===== src/rtl/hazard_scoreboard.sv =====
// ---------------------------------------------------------------------------
// hazard_scoreboard
//
// Register-write scoreboard for an in-order issue stage. It keeps one small
// counter per architectural register holding the number of in-flight writes
// to that register. Decode is stalled when a source operand has a pending
// write (RAW) or when the destination counter is already full.
//
// Parameters
//   MAXC : maximum in-flight writes tracked per register (1..7)
//   SCW  : width of the saturating stall-cycle counter
//
// Ports
//   clk_i          : clock, rising-edge active
//   rst_i          : asynchronous active-high reset
//   issue_valid_i  : decode presents an instruction this cycle
//   issue_wr_i     : reg-write mask, nonzero means issue_rd_i is written
//   issue_rd_i     : destination register of the issuing instruction
//   src_used_i     : bit0 = src1_i read, bit1 = src2_i read
//   src1_i/src2_i  : source register addresses
//   wb_valid_i     : a register write retires this cycle
//   wb_rd_i        : register written by the retiring write
//   flush_i        : squash, discards all in-flight writes
//   stall_o        : decode must hold (combinational)
//   issue_accept_o : issue taken this cycle (combinational)
//   busy_o         : bit n set while register n has in-flight writes
//   err_o          : sticky writeback-underflow flag
//   stall_cycles_o : saturating count of stalled cycles
// ---------------------------------------------------------------------------
module hazard_scoreboard #(
    parameter int MAXC = 3,
    parameter int SCW  = 16
) (
    input  logic           clk_i,
    input  logic           rst_i,
    input  logic           issue_valid_i,
    input  logic [1:0]     issue_wr_i,
    input  logic [3:0]     issue_rd_i,
    input  logic [1:0]     src_used_i,
    input  logic [3:0]     src1_i,
    input  logic [3:0]     src2_i,
    input  logic           wb_valid_i,
    input  logic [3:0]     wb_rd_i,
    input  logic           flush_i,
    output logic           stall_o,
    output logic           issue_accept_o,
    output logic [15:0]    busy_o,
    output logic           err_o,
    output logic [SCW-1:0] stall_cycles_o
);

    localparam int            CW      = $clog2(MAXC + 1);
    localparam logic [CW-1:0] CNT_MAX = CW'(MAXC);

    logic [CW-1:0]  cnt_q [16];
    logic [CW-1:0]  cnt_d [16];
    logic           src1_haz;
    logic           src2_haz;
    logic           sat_haz;
    logic           inc_en;
    logic [15:0]    inc_vec;
    logic [15:0]    dec_vec;
    logic           err_set;
    logic           err_q;
    logic [SCW-1:0] stall_cnt_q;

    // Hazard detection looks only at the registered counts, so a writeback
    // in the same cycle cannot release a stall (there is no bypass path).
    always_comb begin
        src1_haz       = src_used_i[0] && (cnt_q[src1_i] != '0);
        src2_haz       = src_used_i[1] && (cnt_q[src2_i] != '0);
        sat_haz        = (issue_wr_i != 2'b00) && (cnt_q[issue_rd_i] == CNT_MAX);
        stall_o        = issue_valid_i && !flush_i && (src1_haz || src2_haz || sat_haz);
        issue_accept_o = issue_valid_i && !flush_i && !stall_o;
        inc_en         = issue_accept_o && (issue_wr_i != 2'b00);
    end

    // One-hot increment / decrement targets. A register hit by both in the
    // same cycle keeps its count; a decrement of an empty register is an
    // underflow and is reported instead of wrapping. Flush overrides all of it,
    // including the underflow report.
    always_comb begin
        inc_vec = inc_en     ? (16'h0001 << issue_rd_i) : 16'h0000;
        dec_vec = wb_valid_i ? (16'h0001 << wb_rd_i)    : 16'h0000;
        err_set = 1'b0;
        for (int n = 0; n < 16; n++) begin
            cnt_d[n] = cnt_q[n];
            if (flush_i) begin
                cnt_d[n] = '0;
            end else if (inc_vec[n] && !dec_vec[n]) begin
                cnt_d[n] = cnt_q[n] + CW'(1);
            end else if (dec_vec[n] && !inc_vec[n]) begin
                if (cnt_q[n] != '0) begin
                    cnt_d[n] = cnt_q[n] - CW'(1);
                end else begin
                    err_set = 1'b1;
                end
            end
        end
    end

    // Per-register in-flight counters.
    always_ff @(posedge clk_i or posedge rst_i) begin
        if (rst_i) begin
            for (int n = 0; n < 16; n++) begin
                cnt_q[n] <= '0;
            end
        end else begin
            for (int n = 0; n < 16; n++) begin
                cnt_q[n] <= cnt_d[n];
            end
        end
    end

    // Sticky underflow flag, only cleared by reset.
    always_ff @(posedge clk_i or posedge rst_i) begin
        if (rst_i) begin
            err_q <= 1'b0;
        end else if (err_set) begin
            err_q <= 1'b1;
        end
    end

    // Stalled-cycle counter that parks at all-ones instead of wrapping.
    always_ff @(posedge clk_i or posedge rst_i) begin
        if (rst_i) begin
            stall_cnt_q <= '0;
        end else if (stall_o && (stall_cnt_q != '1)) begin
            stall_cnt_q <= stall_cnt_q + SCW'(1);
        end
    end

    // Busy vector is a pure view of the registered counts.
    always_comb begin
        busy_o = '0;
        for (int n = 0; n < 16; n++) begin
            busy_o[n] = (cnt_q[n] != '0);
        end
    end

    assign err_o          = err_q;
    assign stall_cycles_o = stall_cnt_q;

endmodule


===== config.mk =====
export PLATFORM = sky130hd
export DESIGN_NAME = hazard_scoreboard
export DESIGN_NICKNAME = d
export VERILOG_FILES = /design/src/rtl/hazard_scoreboard.sv
export SDC_FILE = /design/constraint.sdc
export NUM_CORES = 1
export LEC_CHECK = 0
export CAP_MARGIN = 20
export CORE_ASPECT_RATIO = 0.8
export CORE_MARGIN = 2
export CORE_UTILIZATION = 45
export CTS_CLUSTER_SIZE = 25
export DETAILED_ROUTE_END_ITERATION = 7
export PLACE_DENSITY = 0.78
export SLEW_MARGIN = 10
export SYNTH_ARGS = -nofsm -noshare
export SYNTH_HDL_FRONTEND = slang
export SYNTH_SLANG_ARGS = --single-unit

===== constraint.sdc =====
create_clock -name clk_i -period 3.5 [get_ports clk_i]
set_input_delay 0.7 -clock clk_i [delete_from_list [all_inputs] [get_ports clk_i]]
set_output_delay 0.7 -clock clk_i [all_outputs]
set_load 0.01 [all_outputs]

* Yosys cells after proc, flatten, opt, wreduce, memory -nomap -nowiden
Cells that the tools add are included.
Storage, ports and cells: register bits after elaboration 49, input bits 25, output and inout port bits 35, logic and storage cells 343
Operators by class: add/sub/neg operators 33, $lt $le $gt $ge 3, eq/ne operators 2, shifts and indexed selects 2, multiplexer cells 139, bitwise logic cells 3, reduce and logical (&&, ||, !) cells 143
Operator list (number):
- 2-bit 2-to-1 mux | 70
- 3-bit nonzero test | 32
- 1-bit 2-to-1 mux | 64
- 1-bit logical AND | 40
- 2-bit nonzero test | 19
- 1-bit logical NOT | 34
- 2-bit by 1-bit adder with 2-bit output (second input constant) | 16
- 16-bit 2-to-1 mux | 2
- 2-bit AND reduction | 16
- 1-bit by 4-bit << shifter with 16-bit output (first input constant) | 2
- 2-bit by 1-bit subtractor with 2-bit output (second input constant) | 16
- 2-bit binary-select mux with 4-bit select | 3
- 16-bit by 1-bit adder with 16-bit output (second input constant) | 1
- 16-bit != test (second input constant) | 1
- 5-bit greater-or-equal comparator (second input constant) | 3
- 4-bit inverter with 5-bit output | 3
- 2-bit == test (second input constant) | 1
- 1-bit logical OR | 2

* Logic depth before layout (Yosys ltp)
depth in word-level cells 78, depth in mapped cells 11

* Least setup slack after synthesis
Ideal clock, no wire load.
path kind input-to-reg, from input src2_i[2], to register err_q (netlist: err_o), setup time 142 ps, arrival time 2794 ps, data required time 3358 ps, path slack 564 ps, stages on the path 11, buffers on the path 2, path through buf_6 nor3_1 a2111oi_0 or4_1 o211ai_2 and4_1 buf_6 a21o_2 o221ai_2 a2111oi_1 a32oi_1
Between the ends: cells in the longest elaborated chain, start to end 78, elaborated cells on any way between the ends 124
RTL lines:
- from (decl) | line 41 | input logic [3:0] src2_i,
- 4-bit inverter with 5-bit output (implied by the code) (*) | line 71 | src2_haz = src_used_i[1] && (cnt_q[src2_i] != '0);
- 2-bit binary-select mux with 4-bit select (*) | line 71
- 2-bit 2-to-1 mux (implied by the code) (*) (2 in series) | line 71
- 2-bit nonzero test (*) | line 71
- 1-bit logical AND (*) | line 71
- 1-bit logical OR (*) (2 in series) | line 73 | stall_o = issue_valid_i && !flush_i && (src1_haz || src2_haz || sat_haz);
- 1-bit logical AND (*) | line 73
- 1-bit logical NOT (*) | line 74 | issue_accept_o = issue_valid_i && !flush_i && !stall_o;
- [60 not listed]
- 1-bit 2-to-1 mux | line 93 | if (cnt_q[n] != '0) begin
- 1-bit 2-to-1 mux | line 92 | end else if (dec_vec[n] && !inc_vec[n]) begin
- 1-bit 2-to-1 mux | line 90 | end else if (inc_vec[n] && !dec_vec[n]) begin
- 1-bit 2-to-1 mux | line 88 | if (flush_i) begin
- 1-bit 2-to-1 mux | line 93
- 1-bit 2-to-1 mux | line 92
- 1-bit 2-to-1 mux | line 90
- 1-bit 2-to-1 mux (*) | line 88
- to (signal assigned) | line 118 | err_q <= 1'b0;
- to (signal assigned) | line 120 | err_q <= 1'b1;
- to (decl) | line 64 | logic err_q;
Every way passes the cells marked *; elsewhere a longest branch is shown, timed or not. The select of a mux whose other input is x is not followed. A chain may end at the register's enable or synchronous reset.

* Worst setup path after layout
from input issue_rd_i[0], to output stall_o
Between the ends: cells in the longest elaborated chain, start to end 8
RTL lines:
- from (decl) | line 38 | input logic [3:0] issue_rd_i,
- 4-bit inverter with 5-bit output (implied by the code) | line 72 | sat_haz = (issue_wr_i != 2'b00) && (cnt_q[issue_rd_i] == CNT_MAX);
- 2-bit binary-select mux with 4-bit select | line 72
- 2-bit 2-to-1 mux (implied by the code) (2 in series) | line 72
- 2-bit == test | line 72
- 1-bit logical AND | line 72
- 1-bit logical OR | line 73
- 1-bit logical AND | line 73
- to (decl) | line 45 | output logic stall_o,
Every way passes these cells. The select of a mux whose other input is x is not followed.

==> flow_results.org <==
** Outcome
- The run finished with clean final reports.

** Clock network
- CTS HTree Levels :: 2
- The cell sitting at the root of the clock tree is a clkbuf_8.
- Clock latency of the later-clocked register in the worst-skew pair :: 310 ps
- TritonCTS built the clock tree.
- For this design, the CTS-stage hold fixing added 0 buffers.
- Clock Tree Buf Depth :: 2
- CTS Sinks :: 49
- Clock tree synthesis inserted a total of 5 buffers.
- Clock Pin Slew Worst Setup and Hold Paths :: 90 ps

** Flow run
- The tool flagged a number of max-cap violations equal to 0.

** Die
- Row cnt :: 28
- The die covers 0.00837 mm^2.
- Top-level I/O count :: 60
- Once the floorplan was initialized, standard cells occupied 46.6% of the core.
- The floorplan step set the die width to 102 um.
- From bottom edge to top edge, the die measures 82.2 um.
- Core footprint :: 0.00739 mm^2

** Critical path
- For the worst flop-to-flop path, the logic depth is 13.
- Type of destination of the critical path :: primary output
- Worst setup path startpoint :: issue_rd_i[0]
- Data arrives at the worst endpoint at 2740 ps.
- At the worst endpoint, the required time is 2800 ps.
- Crit path max fanout :: 7
- The worst setup path is launched from an input port.
- In this run the critical register-to-register path is launched from cnt_q[4]$_DFFE_PP0P_.
- Critical path class :: in2out

** Finish
- Summing all multi-input logic gate instances after layout gives 0.00214 mm^2.
- Area growth from synthesis to final layout :: 36.3%
- Fraction of layout cells with a size suffix above 1 :: 20.0%
- Post-route non-filler standard cell count :: 624
- Post-layout net count :: 544
- The layout has 637 filler cells.
- Area used by sequential logic in the layout :: 0.00123 mm^2
- # diodes :: 0

** Timing
- Post-layout worst setup margin :: 55.5 ps
- In this run the tightest slew margin relative to its limit is 54.6%.
- After layout, the minimum clock period comes to 3440 ps.
- For this run, the top clock speed supported by timing is 290 MHz.
- For the pin with the worst max-slew slack, the measured transition is 679 ps.
- Setup-violating endpoint count in the final report :: 0
- Share of the clock period used by the worst path :: 98.4%
- Final count of pins violating max slew :: 0
- The final-report hold violation count was 0.
- Setup clock skew after layout :: 11.6 ps
- Setup TNS :: 0 ps

** Synthesis
- Counting flops with an async set or reset pin after synthesis yields a share of 100%.
- Number of synthesized flops with an enable pin :: 0
- Yosys printed 0 warnings.
- Post-synth top cells :: 49 x dfrtp_1, 49 x nand2_1, 40 x nor2_1, 28 x a21oi_1, 26 x inv_1
- In this run the cell area of the synthesized design comes to 0.00344 mm^2.
- When the netlist entered floorplanning its net count stood at 435.
- Top flip-flop cell by instance count after synthesis :: dfrtp_1
- In this run, synthesis produced a sequential element count of 49.
- Largest cells by area after synthesis :: dfrtp_1 36%, mux4_2 5.9%, nand2_1 5.3%, nor2_1 4.4%, a21oi_1 4.1%
- The share of the Yosys chip area taken by registers is 35.6%.
- Synth top area share :: 35.6%
- Synthesis produced 409 cells.
- Counting distinct cell types in the post-synthesis netlist gives 61.
- Mean post-synth cell area :: 8.42 um^2
- Biggest area consumer among synthesized cells :: dfrtp_1

** Route
- After detailed routing, the number of remaining DRC violations is 0.
- Post-route ant nets :: 0
- DR vias :: 3653
- Via-to-Cell Ratio :: 5.85
- Wire length reported by the detailed router :: 11.0 mm
- In this run, the number of DRC markers left after iteration 0 of detailed routing was 238.
- The pre-antenna-repair detailed-routing pass consisted of 5 iterations.
- Routed WL per cell :: 17.6 um

** Placement
- Routability Congestion :: 0.963
- OpenSTA, run right after detailed placement, puts the worst setup slack at -467 ps.
- Detailed-placement wirelength estimate :: 8.44 mm
- Count of buffers inserted at the top-level ports :: 59
- Cells after DPL :: 610

** Worst hold path
- Number of instances on the worst hold path :: 1
- Path type of the worst min-delay path :: reg2reg
- Hold path start :: stall_cycles_o[5]$_DFFE_PP0P_

** Pwr
- Leakage power :: 2.05 nW
- IR analysis of the VDD net gives a maximum drop of 0.149 mV.
- Switching part of the total :: 31.4%
- Combinational logic is responsible for 24.7% of the overall power.
- Internal cell power :: 0.000885 W
- The clock network burns 26.9% of the power.
- The analysis attributes to net switching a power of 0.000404 W.
- Sequential group share of total power :: 48.4%
- In this run the power density over the cells is 274 mW/mm^2.

** Global routing
- The first global-routing pass estimated 17.5 mm of wire.
- GRT Total Usage :: 27.3%
- GRT overflow :: 0
- Number of antenna violations at the first check in global routing :: 0
- Entering global routing, the biggest net connects 35 pins.
- Vias in the first global route :: 3566
==> routing by layer <==
layer	vias up	track usage, %	share of wire, %
met5	-	0	0
met4	0	7.97	1.6
met3	21	4.63	9.0
met2	171	42.4	45
met1	1746	39.3	44
li1	1715	-	-
==> cell usage in the layout, fill, tap and decap left out, types with 3 or more instances in the layout <==
master | netlist | final
a211oi_1 | 13 | 13
nand3_1 | 12 | 12
clkbuf_8 | 0 | 5
a21oi_1 | 28 | 27
nor4_1 | 5 | 4
nor2_1 | 40 | 39
and2_1 | 7 | 6
nand4_1 | 7 | 7
inv_1 | 26 | 23
a2111oi_0 | 5 | 3
o21ai_0 | 24 | 24
xnor2_1 | 12 | 12
mux4_2 | 9 | 9
buf_6 | 2 | 3
xor2_1 | 3 | 3
buf_4 | 0 | 51
inv_2 | 0 | 3
dfrtp_1 | 49 | 49
o31a_1 | 3 | 3
nor3_2 | 1 | 3
dlymetal6s2s_1 | 0 | 3
o21a_1 | 10 | 10
clkdlybuf4s50_1 | 0 | 52
nor3_1 | 21 | 19
nor2_2 | 3 | 4
and3_1 | 6 | 6
or2_2 | 5 | 5
nor3b_1 | 4 | 4
nand2_1 | 49 | 49
nor2b_1 | 6 | 6
nand2b_1 | 9 | 9
==> area by class of cell <==
type / count / share of cell area [%]
Multi-Input combinational cell: 322 / 45.5
Sequential cell: 49 / 26.1
Timing Repair Buffer: 114 / 21.6
Tap cell: 105 / 2.80
Inverter: 26 / 2.08
Clock buffer: 6 / 1.55
Clock inverter: 2 / 0.320
==> what timing repair did <==
| action | in CTS | in global routing |
|---|---|---|
| cloned | 1 | 0 |
| setup endpoints to repair | 3 | 10 |
| setup buffers | 4 | 1 |
| resized for setup | 19 | 14 |
| pin swaps | 4 | 3 |
==> power by group through the flow <==
stage	logic, W	clock network (W)	registers [W]
global placement	0.000292	0	0.000633
finish	0.000318	0.000347	0.000624
CTS	0.000311	0.000354	0.000624
floorplan	0.000131	0	0.000639
global route	0.000343	0.000376	0.000630
detailed placement	0.000302	0	0.000635
==> cell families after synthesis <==
group / count (synthesis) / share of synthesized area [%]
buffers and inverters: 38 / 4.72
AND/OR/NAND/NOR: 184 / 27.0
AO/OA/AOI/OAI: 112 / 22.2
adder cells (fa/ha/maj): 1 / 0.363
multiplexers: 10 / 6.21
flip-flops: 49 / 35.6
XOR/XNOR: 15 / 3.82
==> flip-flops by register name, summed over array words and instances (netlist names) <==
name / cells
cnt_q: 32
stall_cycles_o: 16
err_o: 1
==> worst paths after layout <==
| check | endpoint | slack, ps |
|---|---|---|
| max | stall_o | 60 |
| min | stall_cycles_o[5]$_DFFE_PP0P_ | 490 |
| max reg2reg | err_o$_DFFE_PP0P_ | 230 |
| min reg2reg | stall_cycles_o[5]$_DFFE_PP0P_ | 490 |
| max in group asynchronous | cnt_q[26]$_DFFE_PP0P_ | 2060 |
| min in group asynchronous | cnt_q[28]$_DFFE_PP0P_ | 670 |
==> stage by stage <==
| stage | util [%] | hold slack, ps | area, um^2 | power (W) |
|---|---|---|---|---|
| after floorplan | - | 493 | 3440 | 0.000770 |
| after global routing | 63.5 | 514 | 4690 | 0.00135 |
| after CTS | 62.7 | 496 | 4630 | 0.00129 |
| after detailed placement | 60.4 | 479 | 4470 | 0.000936 |
| final | 63.5 | 492 | 4690 | 0.00129 |
| after global placement | 60.4 | 474 | 4470 | 0.000925 |
==> worst max-delay path, stage by stage <==
cell	delay (ps)
clkdlybuf4s50_1	470
buf_6	140
mux4_2	540
o32ai_2	270
nor2_1	110
a21oi_2	160
buf_4	140
clkdlybuf4s15_2	210
(Power assumes the default switching activity.)
